$ cat src/rtl/serial_adder.sv
// Bit-serial adder/subtractor: one full-adder step per clock, LSB first.
// The result, carry-out and signed overflow are published in a single completion cycle.
module serial_adder #(
    parameter int WIDTH = 8
) (
    input  logic             clk,
    input  logic             rst_n,
    input  logic             start,
    input  logic [WIDTH-1:0] a,
    input  logic [WIDTH-1:0] b,
    input  logic             sub,
    input  logic             cin,
    output logic             busy,
    output logic             done,
    output logic [WIDTH-1:0] sum,
    output logic             cout,
    output logic             ovf
);

    localparam int IDX_W = (WIDTH > 1) ? $clog2(WIDTH) : 1;
    localparam logic [IDX_W-1:0] LAST_IDX = IDX_W'(WIDTH - 1);

    typedef enum logic [1:0] {IDLE, RUN, DONE} state_t;

    state_t            state_reg;
    logic [WIDTH-1:0]  a_reg;
    logic [WIDTH-1:0]  b_reg;
    logic [WIDTH-1:0]  res_reg;
    logic [WIDTH-1:0]  res_next;
    logic              carry_reg;
    logic              carry_next;
    logic              bit_sum;
    logic [IDX_W-1:0]  idx_reg;

    // The operands shift right each step, so bit 0 always holds the bit being added.
    assign bit_sum    = a_reg[0] ^ b_reg[0] ^ carry_reg;
    assign carry_next = (a_reg[0] & b_reg[0]) | (a_reg[0] & carry_reg) | (b_reg[0] & carry_reg);

    always_comb begin
        res_next            = res_reg >> 1;
        res_next[WIDTH-1]   = bit_sum;
    end

    always_ff @(posedge clk or negedge rst_n) begin
        if (!rst_n) begin
            state_reg <= IDLE;
            a_reg     <= '0;
            b_reg     <= '0;
            res_reg   <= '0;
            carry_reg <= 1'b0;
            idx_reg   <= '0;
            busy      <= 1'b0;
            done      <= 1'b0;
            sum       <= '0;
            cout      <= 1'b0;
            ovf       <= 1'b0;
        end else begin
            case (state_reg)
                IDLE: begin
                    if (start) begin
                        // Subtraction is A + ~B + 1.
                        a_reg     <= a;
                        b_reg     <= b ^ {WIDTH{sub}};
                        carry_reg <= sub | cin;
                        idx_reg   <= '0;
                        res_reg   <= '0;
                        busy      <= 1'b1;
                        state_reg <= RUN;
                    end
                end
                RUN: begin
                    a_reg     <= a_reg >> 1;
                    b_reg     <= b_reg >> 1;
                    carry_reg <= carry_next;
                    res_reg   <= res_next;
                    idx_reg   <= idx_reg + IDX_W'(1);
                    if (idx_reg == LAST_IDX) begin
                        sum       <= res_next;
                        cout      <= carry_next;
                        ovf       <= carry_reg ^ carry_next;
                        busy      <= 1'b0;
                        done      <= 1'b1;
                        state_reg <= DONE;
                    end
                end
                DONE: begin
                    done      <= 1'b0;
                    state_reg <= IDLE;
                end
                default: begin
                    busy      <= 1'b0;
                    done      <= 1'b0;
                    state_reg <= IDLE;
                end
            endcase
        end
    end

endmodule

$ cat config.mk
export PLATFORM = sky130hd
export DESIGN_NAME = serial_adder
export DESIGN_NICKNAME = d
export VERILOG_FILES = /design/src/rtl/serial_adder.sv
export SDC_FILE = /design/constraint.sdc
export NUM_CORES = 1
export LEC_CHECK = 0
export ABC_AREA = 1
export CORE_UTILIZATION = 47
export CTS_CLUSTER_DIAMETER = 40
export DETAILED_ROUTE_END_ITERATION = 8
export GPL_ROUTABILITY_DRIVEN = 0
export PLACE_DENSITY_LB_ADDON = 0.12
export REMOVE_ABC_BUFFERS = 1
export SLEW_MARGIN = 40
export SYNTH_ARGS = -nofsm -noshare
export SYNTH_HDL_FRONTEND = slang
export SYNTH_SLANG_ARGS = --single-unit
$ cat constraint.sdc
create_clock -name clk -period 1.32 [get_ports clk]
set_input_delay 0.396 -clock clk [delete_from_list [all_inputs] [get_ports clk]]
set_output_delay 0.396 -clock clk [all_outputs]
set_load 0.03 [all_outputs]
Word level (Yosys, flattened, before mapping)
Cells that the tools add are included.

Bitwise operators: 12. $add $sub $neg: 1. Equality and inequality tests: 5. Mux-type cells: 18. Reductions and logical operators: 7.

Operator list (number): $pmux W8 S2 (3); $mux W8 (3); $reduce_and A2 Y1 (4); $xor A8 B8 Y8 (1); $pmux W3 S2 (1); $mux W1 (4); $mux W2 (2); $ne A2 B2 Y1 const B (2); $pmux W1 S2 (2); $pmux W2 S2 (1); $add A3 B1 Y3 const B (1); $and A1 B1 Y1 (3); $eq A3 B3 Y1 const B (1); $mux W3 (1); $or A1 B1 Y1 (3); $pmux W1 S3 (1); $reduce_and A3 Y1 (1); $xor A1 B1 Y1 (3); $eq A2 B1 Y1 const B (1); $eq A2 B2 Y1 const B (1); $logic_not A2 Y1 (1); $not A1 Y1 (2); $reduce_bool A2 Y1 (1).

Register bits: 42.

Logic depth before layout (Yosys ltp)
Depth in word-level cells: 4. Gate-level depth with buffers: 6. Depth with buffers taken out: 6.

Least setup slack after synthesis
OpenSTA, ideal clock, no wires.

Kind: flip-flop to flip-flop. Start point: reg idx_reg[0]. End point: reg cout. Buffers on the path: 1. Setup slack: 0.082 ns. Clock period less this slack: 1.238 ns. Required time: 1.199 ns. Cell stages (with the launch flop): 6. Data arrival time: 1.117 ns. Cells stage by stage: dfrtp_1 -> ha_1 -> ha_1 -> nand2_2 -> buf_6 -> o21ai_1.

Longest elaborated chain between the ends: 2.

RTL lines: start: declaration (RTL line 33) `logic [IDX_W-1:0] idx_reg;`; start signal: assignment (RTL line 76) `idx_reg <= idx_reg + IDX_W'(1);`; $eq A3 B3 Y1 (RTL line 77) `if (idx_reg == LAST_IDX) begin`; $reduce_and A2 Y1 (no source line); end signal: assignment (RTL line 79) `cout <= carry_next;`; end: declaration (RTL line 16) `output logic cout,`.

No other way between the ends. A chain may end at the register's enable or synchronous reset.

Worst setup path after layout
Start point: reg ovf. End point: out ovf.

RTL lines: start: declaration (RTL line 17) `output logic ovf`; start signal: assignment (RTL line 80) `ovf <= carry_reg ^ carry_next;`.

No word-level cell between the ends.

==> parameters.txt <==
Parameter                              Value

Place
  Placed insts    309
  Setup slack after placement    -208.2 ps
  Standard cell area after detailed placement    2303 sq um
  HPWL after detailed placement    2653 microns
  Count of buffers from port buffering    32

Route
  Count of vias placed by the detailed router    1576
  Total length of routed met3 wires    159 microns
  Violation count after the first detailed-routing iteration    100
  Routed len/inst    11.53 microns
  Met2 wirelength from detailed routing    1773 microns
  Via-to-Cell Ratio    4.956
  M1 wire length    1711 microns
  Count of nets left with antenna violations after detail routing    0
  Uppermost routed layer    met4
  Drt total wl    3666 microns
  Drc violations    0
  Iteration count of the initial detailed-routing pass    6

Setup path
  Highest net fanout along the worst path    2
  Stage delay of the slowest cell on the critical path    390 ps
  Crit. End Element    primary output
  Critical path buffers and inverters    1
  Number of cells on the worst reg-to-reg path    5
  Category of the most critical setup path    reg2out
  Cell type group with the largest total delay on the critical path    flip-flops
  Cell with the largest stage delay on the worst path    sky130_fd_sc_hd__dfrtp_1
  Sort of element at the start of the critical path    register
  Worst path arrival time    850 ps
  Data required time at the worst endpoint    920 ps
  Cell depth of the worst setup path    1
  Cells along the critical path    buf_4

Clocking
  CTS tree    yes
  Clock buffer depth    2
  CTS sink cnt    41
  CTS root buf    sky130_fd_sc_hd__clkbuf_8
  H-tree depth reported by CTS    2
  Clock Latency Late Sink    290 ps
  Clock-pin slew of the registers on the worst-case setup and hold paths    70 ps
  Number of hold buffers added after cts    0
  Number of clock buffers inserted by TritonCTS    5

Synth
  Post-synthesis instance area    1862 sq um
  Number of distinct library cells after synthesis    18
  Post-synthesis cell type with the largest combined area    sky130_fd_sc_hd__dfrtp_1
  Post-Syn Instances    223
  Synth Warn #    0
  Average cell area after synthesis    8.349 sq um
  Area share of the largest cell type after synthesis    0.5511
  Post-synthesis register bit count    41
  Sequential area share after synthesis    0.5511
  Top cells by area in the synthesized netlist    sky130_fd_sc_hd__dfrtp_1 (55%), sky130_fd_sc_hd__nand2_1 (16%), sky130_fd_sc_hd__nand3_1 (11%)

Pwr
  Internal power of the cells    3.245 mW
  Net switching power figure    2.092 mW
  IR drop worst, VDD    1.060 mV
  Relative contribution of sequential cells to total power    0.402
  PwrDens    2193 nW/um^2
  Leak    1.241 nW
  PnR Total Power    5.337 mW
  Combinational share of power    0.433
  Clock group share of total power    0.165
  Fraction of power spent switching nets    0.3920

Floorplanning
  Ports placed on the boundary    33
  Starting Density    0.4973
  Width of the chip    64.94 microns
  Std-Cell Core Area    3744 sq um
  Overall die area    4217 sq um
  Cell Rows    22
  Vertical die dimension    64.94 microns

Timing
  Slew Viols, Final    0
  Upper clock frequency limit    803.0 MHz
  Final Hold Fails    0
  Final number of setup-violating endpoints    0
  Setup tns final    0 ps
  Final Hold Slack    77.53 ps
  RSZ-0062 raised after global routing    false
  Setup clock skew after layout    6.727 ps
  Minimum clock period after layout    1245 ps
  Final Cycle Share    0.9434
  Setup slack of the critical path after layout    74.72 ps
  Worst-Margin Slew    306.8 ps
  Worst rel slew slack    0.7953

GRT
  GRT overflow    0
  Number of global-route vias before repair    1575
  Number of antenna violations at the first check in global routing    0
  Pin count of the biggest net entering global routing    42
  Global-route wire length before repair    6672 microns
  Global router's overall resource usage    0.2073

Outcome
  Outcome    finished clean

Flow run
  Count of max-cap constraint violations    0

Layout
  Layout fillers    341
  Register area    1027 sq um
  Layout cells sized above 1    0.1704
  Final standard cell count with taps included and fillers excluded    318
  Ant diodes    0
  Total area of multi-input combinational cells    723.2 sq um
  Area of all placed cells without fillers    2434 sq um
  # nets final    293
  Fraction of the core area covered by cells at the end of the flow    0.6501
  Syn-to-layout area delta    30.71%

Worst hold path
  Worst Hold Class    in2async
area by class of cell:
| type | instances | share of cell area |
|---|---|---|
| inverters | 21 | 0.03239 |
| clock inverters | 1 | 0.002057 |
| well taps | 48 | 0.02468 |
| multi-input cells | 152 | 0.2972 |
| clock buffers | 7 | 0.03959 |
| repair buffers | 48 | 0.1820 |
| flip-flops and latches | 41 | 0.4221 |
metal layers:
layer / up-vias / global-route usage
met3: 3 / 0.04930
li1: 798 / -
met4: 0 / 0.05833
met2: 36 / 0.3464
met1: 739 / 0.2660
met5: - / 0
kinds of logic after synthesis:
family / count (synthesis) / share of synthesized area
buffers and inverters: 30 / 0.07123
flip-flops: 41 / 0.5511
adder cells (fa/ha/maj): 3 / 0.02419
AND/OR/NAND/NOR: 128 / 0.2930
XOR/XNOR: 2 / 0.009410
AO/OA/AOI/OAI: 19 / 0.05107
worst paths after layout:
check	from	end	slack, ps
worst max-delay path	ovf$_DFFE_PN0P_	ovf	70
worst max register to register	state_reg[1]$_DFFE_PN0P_	res_reg[3]$_DFFE_PN0P_	100
max in group asynchronous	rst_n	state_reg[1]$_DFFE_PN0P_	1040
worst min register to register	done$_DFFE_PN0P_	done$_DFFE_PN0P_	490
worst min-delay path	rst_n	sum[2]$_DFFE_PN0P_	80
min in group clk	done$_DFFE_PN0P_	done$_DFFE_PN0P_	490
power by group through the flow:
| stage | clock network [mW] | registers, mW | logic [mW] |
|---|---|---|---|
| 2_1_floorplan | 0 | 2.43 | 1.05 |
| 3_3_place_gp | 0 | 2.15 | 2.22 |
| 3_5_place_dp | 0 | 2.15 | 2.28 |
| 4_1_cts | 0.910 | 2.14 | 2.28 |
| 5_1_grt | 0.968 | 2.21 | 2.59 |
| 6_report | 0.878 | 2.15 | 2.31 |
cells in the final DEF, fill, tap and decap left out:
master                            synthesis  layout
sky130_fd_sc_hd__a21oi_1                  1       1
sky130_fd_sc_hd__buf_12                   0       3
sky130_fd_sc_hd__buf_2                    7       1
sky130_fd_sc_hd__buf_4                    1      25
sky130_fd_sc_hd__clkbuf_8                 0       7
sky130_fd_sc_hd__clkdlybuf4s50_1          0      19
sky130_fd_sc_hd__clkinv_2                 0       1
sky130_fd_sc_hd__dfrtp_1                 41      40
sky130_fd_sc_hd__dfrtp_2                  0       1
sky130_fd_sc_hd__fa_2                     0       1
sky130_fd_sc_hd__ha_2                     0       1
sky130_fd_sc_hd__ha_4                     0       1
sky130_fd_sc_hd__inv_1                   20      20
sky130_fd_sc_hd__inv_2                    1       1
sky130_fd_sc_hd__nand2_1                 79      79
sky130_fd_sc_hd__nand2_2                  1       1
sky130_fd_sc_hd__nand3_1                 42      42
sky130_fd_sc_hd__nor2_1                   4       3
sky130_fd_sc_hd__nor2_2                   1       2
sky130_fd_sc_hd__nor2_4                   1       1
sky130_fd_sc_hd__o21ai_0                 10       9
sky130_fd_sc_hd__o21ai_1                  8       9
sky130_fd_sc_hd__xor2_1                   2       2
repair_timing:
action	4_1_cts	5_1_grt
setup buffers	0	1
gates resized for setup	0	7
endpoints found under the setup margin	0	20
Yosys cell counts:
cell and n:
sky130_fd_sc_hd__nand2_1 79, sky130_fd_sc_hd__nand2_2 1, sky130_fd_sc_hd__a21oi_1 1, sky130_fd_sc_hd__buf_4 1
sky130_fd_sc_hd__fa_1 1, sky130_fd_sc_hd__inv_2 1, sky130_fd_sc_hd__buf_6 1, sky130_fd_sc_hd__xor2_1 2
sky130_fd_sc_hd__buf_2 7, sky130_fd_sc_hd__nand3_1 42, sky130_fd_sc_hd__ha_1 2, sky130_fd_sc_hd__nor2_2 1
sky130_fd_sc_hd__dfrtp_1 41, sky130_fd_sc_hd__nor2_1 4, sky130_fd_sc_hd__nor2_4 1, sky130_fd_sc_hd__o21ai_1 8
sky130_fd_sc_hd__o21ai_0 10, sky130_fd_sc_hd__inv_1 20
Note: power is estimated with default switching activity, not from simulation.
